## config.mk

```make
export PLATFORM = sky130hd
export DESIGN_NAME = sample_stream_source
export DESIGN_NICKNAME = d
export VERILOG_FILES = /design/src/rtl/sample_stream_source.sv
export SDC_FILE = /design/constraint.sdc
export NUM_CORES = 1
export LEC_CHECK = 0
export CAP_MARGIN = 40
export CORE_MARGIN = 2
export CORE_UTILIZATION = 45
export DETAILED_ROUTE_END_ITERATION = 10
export PLACE_DENSITY = 0.62
export REMOVE_ABC_BUFFERS = 1
export SLEW_MARGIN = 40
export SYNTH_ARGS = -nofsm -noshare
export SYNTH_HDL_FRONTEND = slang
export SYNTH_SLANG_ARGS = --single-unit
```

## constraint.sdc

```tcl
create_clock -name clock -period 6.6 [get_ports clock]
set_input_delay 1.32 -clock clock [delete_from_list [all_inputs] [get_ports clock]]
set_output_delay 1.32 -clock clock [all_outputs]
set_load 0.005 [all_outputs]
```

## src/rtl/sample_stream_source.sv

```systemverilog
// sample_stream_source: replays up to DEPTH loaded signed samples over valid/ready (once or looping); ports: wr_en/wr_data/clear load, start/loop control, ready/data_out/valid stream, busy/done/full/count status
module sample_stream_source #(
  parameter int WIDTH  = 32,
  parameter int DEPTH  = 16,
  parameter int ADDR_W = 4
) (
  input  logic              clock,
  input  logic              reset,
  input  logic              wr_en,
  input  logic [WIDTH-1:0]  wr_data,
  input  logic              clear,
  input  logic              start,
  input  logic              loop,
  input  logic              ready,
  output logic [WIDTH-1:0]  data_out,
  output logic              valid,
  output logic              busy,
  output logic              done,
  output logic              full,
  output logic [ADDR_W:0]   count
);
  typedef enum logic [1:0] {IDLE, PLAY, DONE} state_t;
  state_t state, state_nxt;
  logic [WIDTH-1:0] mem [DEPTH];
  logic [ADDR_W-1:0] rd_ptr, rd_nxt, wa;
  logic hs, last, go, empty_start, idle_wr, we, finish;
  always_comb begin
    hs          = valid && ready;
    last        = ((ADDR_W+1)'(rd_ptr) + (ADDR_W+1)'(1)) == count;
    rd_nxt      = rd_ptr + ADDR_W'(1);
    full        = count == (ADDR_W+1)'(DEPTH);
    go          = state == IDLE && start && count != '0;
    empty_start = state == IDLE && start && count == '0;
    idle_wr     = state == IDLE && !start;
    we          = !reset && idle_wr && wr_en && (clear || !full);
    wa          = clear ? '0 : count[ADDR_W-1:0];
    finish      = state == PLAY && hs && last && !loop;
  end
  always_ff @(posedge clock)
    if (reset) state <= IDLE;
    else state <= state_nxt;
  always_comb
    state_nxt = go ? PLAY : finish ? DONE : state == DONE ? IDLE : state;
  always_comb
    busy = state != IDLE;
  always_ff @(posedge clock)
    if (we) mem[wa] <= wr_data;
  always_ff @(posedge clock)
    if (reset) begin
      data_out <= '0;
      valid    <= 1'b0;
      done     <= 1'b0;
      count    <= '0;
      rd_ptr   <= '0;
    end else begin
      done <= empty_start || finish;
      if (go) begin
        rd_ptr   <= '0;
        data_out <= mem[0];
        valid    <= 1'b1;
      end else if (idle_wr && clear) begin
        count <= wr_en ? (ADDR_W+1)'(1) : '0;
      end else if (idle_wr && wr_en && !full) begin
        count <= count + (ADDR_W+1)'(1);
      end else if (state == PLAY && hs) begin
        rd_ptr   <= last ? '0 : rd_nxt;
        data_out <= last ? mem[0] : mem[rd_nxt];
        valid    <= !finish;
      end
    end
endmodule

```

==> results.md, run 1 <==
* CTS tree: yes
* Crit path cell chain: clkdlybuf4s50_1 > nor3_1 > nand3_1 > nor3_1 > nand3_1 > nor2_4 > buf_4
* 1st-iter DRT viols at 784
* Port bufs at 79
* Post-DR vias/cell at 5.64
* Critical path peak fanout at 17
* Final wirelength at 44,300 um
* Dpl cell area at 23,700 um2
* Die width at 224 um
* Fin cells at 1,784
* CP Data Required Time at 6850 ps
* Vias in the first global route at 11,000
* Clock Latency Late Sink at 600 ps
* Mean post-synth cell area at 21.6 um2
* WL per Instance at 24.8 um
* Max Root-Sink Buffers at 3
* Area contributors post-synth: edfxtp_1 71%, mux4_2 13%, mux2i_1 5.9%
* Ports at 80
* Total track usage at 18.3%
* Leak pwr at 8.03 nW
* Layout cells sized above 1 at 23.3%
* Critical Path End Type: flop
* Worst VDD drop at 0.214 mV
* Final #Nets at 1,166
* Most common cell after layout, fill and taps aside: edfxtp_1
* Worst path slowest cell: nor2_4
* Warnings from Yosys at 0
* Worst hold start: data_out[26]
* Yosys top cell area share at 70.7%
* Power Total at 0.00724 W
* First-pass GRT wire length at 68,000 um
* Gr ovfl total at 0
* Final hold violation count at 0
* Clock root buffer: clkbuf_16
* P per Cell Area at 284 nW/um2
* RR Startpoint: count[0]
* Cell Count Post-Placement at 1,680
* Sink Count at 557
* Post-Synthesis Cells at 1,005
* Fill cell count at 3,629
* Drc violations at 0
* Setup bufs post-CTS at 0
* Total CTS buffers at 57
* Clock skew at 19.9 ps
* Antenna violations before repair at 0
* Clk pin slew, worst setup/hold paths at 60 ps
* Post-CTS Resized at 0
* Via count at 10,100
* Post-synth ARST share at 0%
* Netlist cell types at 49
* Antenna Cells at 0
* Measured slew at the worst slew-check pin at 810 ps
* Achievable Freq at 261 MHz
* Post-layout minimum cycle time at 3830 ps
* DIE AREA at 50,100 um2
* Post-synthesis sequential area ratio at 74.8%
* Min Hold Slack at 463 ps
* Placer's final routability congestion estimate at 0.747
* RSZ-0062 raised after global routing: false
* CP peak stage delay at 640 ps
* # rows at 80
* Core ar. at 47,700 um2
* Final setup vio count at 0
* Pre-antenna DRT Iters at 5
* CP startpoint: start
* Fin area at 25,500 um2
* Top cell type by total area after synthesis: edfxtp_1
* Slew margin rel. at 45.9%
* Post-DP HPWL at 26,300 um
* Cts hold-fix bufs at 0
* H-tree depth at 2
* Syn-to-layout area delta at 17.3%
* Critical Path AT at 4080 ps
* Largest net degree at the start of global routing at 69
* EDFF count, synth at 512
* Outcome: finished, final reports clean
* Number of max-cap violations at 0
* Period utilization at 58.0%
* Pins over their slew limit at 0
* Die height at 224 um
* Yosys reg bits at 557
* Worst hold path class: reg -> reg
* CP startpoint kind: input pin
* Initial core utilization at 45.5%
* Critical path class: in -> reg
* Ys flop type: edfxtp_1
* Antenna Nets Post-Route at 0
* Mapped cell area at 21,700 um2
* Commonest non-fill, non-tap cells in the layout: 512 x edfxtp_1, 128 x mux4_2, 128 x mux2i_1
-- cell families after synthesis --
group	share of synthesized area (%)
flops	74.8
mux	19.1
simple gates	1.73
buf+inv	1.59
compound gates	2.03
xor+xnor	0.495
fa+ha+maj	0.173
-- worst max-delay path: cells and delay by family --
family                 cells  cell delay, ps
and+or+nand+nor            5            1860
buffers and inverters      2             880
-- power breakdown --
| part | internal [W] | switching (W) | total [W] | leakage (nW) |
|---|---|---|---|---|
| Sequential | 0.00387 | 0.0000130 | 0.00389 | 4.97 |
| Combinational | 0.0000856 | 0.000123 | 0.000208 | 2.18 |
| Clock | 0.00185 | 0.00129 | 0.00314 | 0.878 |
| Total | 0.00581 | 0.00143 | 0.00724 | 8.03 |
-- stage by stage --
step	TNS [ps]	utilization, %	worst slack (ps)
after floorplan	-133810	-	-3420
after global placement	0	48.8	2080
after detailed placement	0	49.6	2120
after CTS	0	53.4	2750
after global routing	0	53.4	2540
final	0	53.4	2770
-- state kept, by name (all words and copies together) (netlist names) --
signal    flops
data_out     32
state         2
done          1
rd_ptr        4
valid         1
mem         512
count         5
-- area by class of cell --
class	count	area (um2)	area share [%]
clock buffer	72	1480	5.81
clock inverter	32	334	1.31
inverter	6	22.5	0.0883
multi-input combinational	388	5290	20.7
sequential	557	16300	63.8
tap	615	769	3.02
timing repair buffer	114	1330	5.21
-- path summary, 6_finish.rpt --
check | end | slack (ps) | cells past startpoint
min reg2reg | data_out[26] | 460 | 1
max | mem[1][29] | 2770 | 7
min | data_out[26] | 460 | 1
max reg2reg | mem[1][29] | 3330 | 8
-- Yosys cell counts, types with 3 or more instances --
library cell  count
a21oi_1           7
nor2_1           28
buf_6             8
nor3_1            7
mux2i_1         128
nand3_1           8
inv_1             6
xnor2_1           4
buf_2            24
nand2_1           8
mux4_2          128
clkbuf_1         18
ha_1              3
o2bb2ai_1        32
edfxtp_1        512
o21ai_0           4
dfxtp_1          45
-- routing by layer --
layer,track usage [%],wire (um)
met1,25.4,19500
met2,30.8,22200
met3,3.23,1950
met4,4.00,688
met5,0,0
Note: power is estimated with default switching activity, not from simulation.
==> run 2: changes to the inputs <==
Clock period 6.6 ns to 3.8 ns, I/O delays scaled along.
==> results.md, run 2 (synthesized netlist as in run 1, its figures left out) <==
* Port bufs at 79 (unchanged)
* Gr ovfl total at 0 (unchanged)
* Final hold violation count at 0 (unchanged)
* First-pass GRT wire length at 68,200 um (+0.18%)
* Post-CTS Resized at 0 (unchanged)
* DIE AREA at 50,100 um2 (unchanged)
* Post-DP HPWL at 27,300 um (+3.7%)
* Final setup vio count at 0 (unchanged)
* CTS tree: yes
* # rows at 80 (unchanged)
* Most frequent cell on the critical path: inv_1
* R2r endpoint: mem[13][25]
* Min-Delay Endpoint: data_out[29]
* H-tree depth at 2 (unchanged)
* Vias in the first global route at 10,700 (-2.4%)
* Drc violations at 0 (unchanged)
* Placer's final routability congestion estimate at 0.741 (-0.82%)
* Largest regs: mem x512, data_out x32, count x5
* Post-DR vias/cell at 5.72 (+1.3%)
* RR Startpoint: count[0]
* Setup TNS at 0 ps (unchanged)
* R2R setup slack at 1230 ps (-2100 ps)
* Antenna violations before repair at 0 (unchanged)
* Measured slew at the worst slew-check pin at 894 ps (+83.6 ps)
* Worst hold start: data_out[29]
* Final wirelength at 44,900 um (+1.4%)
* P per Cell Area at 492 nW/um2 (+73%)
* Worst path slowest cell: dfxtp_1
* Cell Count Post-Placement at 1,684 (+0.24%)
* Commonest non-fill, non-tap cells in the layout: 512 x edfxtp_1, 128 x mux4_2, 128 x mux2i_1
* Total CTS buffers at 53 (-7.0%)
* Largest register FFs at 512 (unchanged)
* Fin area at 25,400 um2 (-0.27%)
* Crit path cell chain: inv_1 > ha_1 > nand4bb_1 > inv_1 > clkdlybuf4s50_1
* Max Root-Sink Buffers at 3 (unchanged)
* Critical path class: reg -> out
* WL per Instance at 25.2 um (+1.6%)
* 1st-iter DRT viols at 1,029 (+31%)
* Clk pin slew, worst setup/hold paths at 60 ps (about the same)
* Clock skew at 17.3 ps (-2.60 ps)
* Antenna Nets Post-Route at 0 (unchanged)
* Worst reg2reg path depth at 9 (+1)
* Worst VDD drop at 0.320 mV (+50%)
* Final #Nets at 1,166 (unchanged)
* Top reg by flops: mem
* CP Data Required Time at 3040 ps (-3810 ps)
* CP startpoint kind: flop
* Clock Latency Late Sink at 590 ps (about the same)
* Largest net degree at the start of global routing at 65 (-5.8%)
* Outcome: finished, final reports clean
* Achievable Freq at 336 MHz
* Pins over their slew limit at 0 (unchanged)
* Dpl cell area at 23,700 um2 (-0.14%)
* Initial core utilization at 45.5% (unchanged)
* Clock root buffer: clkbuf_16
* Critical Path AT at 2220 ps (-1860 ps)
* Critical path peak fanout at 8 (-9)
* Syn-to-layout area delta at 17.0%
* Hold Path Stages at 1 (unchanged)
* Leak pwr at 8.01 nW (-0.25%)
* Number of max-cap violations at 0 (unchanged)
* Layout cells sized above 1 at 24.3% (+1.0 points)
* CP startpoint: count[0]
* CP peak stage delay at 540 ps (-100 ps)
* Die height at 224 um (unchanged)
* Place WS at 617 ps (-1500 ps)
* Slew margin rel. at 40.3% (-5.6 points)
* Via count at 10,200 (+1.0%)
* Core ar. at 47,700 um2 (unchanged)
* Period utilization at 78.4%
* Critical Path End Type: output port
* Pre-antenna DRT Iters at 5 (unchanged)
* Worst hold path class: reg -> reg
* Sink Count at 557 (unchanged)
* Antenna Cells at 0 (unchanged)
* Fin cells at 1,780 (-0.22%)
* Die width at 224 um (unchanged)
* Total track usage at 18.6% (+0.23 points)
* Cts hold-fix bufs at 0 (unchanged)
* Setup ws final at 822 ps (-1950 ps)
* Setup bufs post-CTS at 0 (unchanged)
* Ports at 80 (unchanged)
* Post-layout minimum cycle time at 2980 ps
* Most common cell after layout, fill and taps aside: edfxtp_1
* RSZ-0062 raised after global routing: false
run 2: changes by cell type in the layout (fill, tap and decap cells not counted), moves of 2 or more:
cell	change
clkbuf_1	-8
buf_16	-10
buf_4	+8
inv_6	-2
clkinv_2	+3
clkinv_1	-7
clkbuf_8	+3
buf_12	+16
buf_8	-7
clkinv_4	+3
buf_6	-3
clkbuf_16	-4
clkinvlp_4	+2
run 2: worst max path at each step:
stage                     cells past startpoint  slack (ps)          end
after floorplan                               6       -6220  data_out[0]
after global placement                        8         640  mem[14][30]
after detailed placement                      8         620  mem[15][31]
after CTS                                     5         770         full
after global routing                          5         680         full
final                                         5         820         full
run 2: area by class of cell:
| class | count | area (um2) |
|---|---|---|
| multi-input combinational | 388 | 5290 |
| tap | 615 | 769 |
| fill | 3618 | 22300 |
| clock inverter | 33 | 388 |
| inverter | 6 | 22.5 |
| timing repair buffer | 118 | 1300 |
| clock buffer | 63 | 1390 |
| sequential | 557 | 16300 |
run 2: where the power goes:
part	switching (W)	internal (W)
sequential	0.0000233	0.00672
clock	0.00222	0.00317
combinational	0.000229	0.000153
run 2: stage by stage:
step / hold WS (ps) / total power [W] / util [%]
final: 462 / 0.0125 / 53.3
after floorplan: 444 / 0.00702 / -
after CTS: 465 / 0.0126 / 53.3
after global placement: 445 / 0.00726 / 49.5
after detailed placement: 450 / 0.00727 / 49.5
after global routing: 482 / 0.0129 / 53.3
run 2: per-layer routing:
metal	track usage, %	up-vias	wire, um
li1	-	4438	-
met5	0	-	0
met4	5.38	0	1040
met1	27.6	5378	20200
met3	2.91	70	2610
met2	28.7	287	21100
run 2: worst max-delay path, delay by kind of cell (launching register included):
kind | cells | cell delay [ps]
adder cells (fa/ha/maj) | 1 | 260
buffers and inverters | 3 | 720
flip-flops | 1 | 540
AND/OR/NAND/NOR | 1 | 120
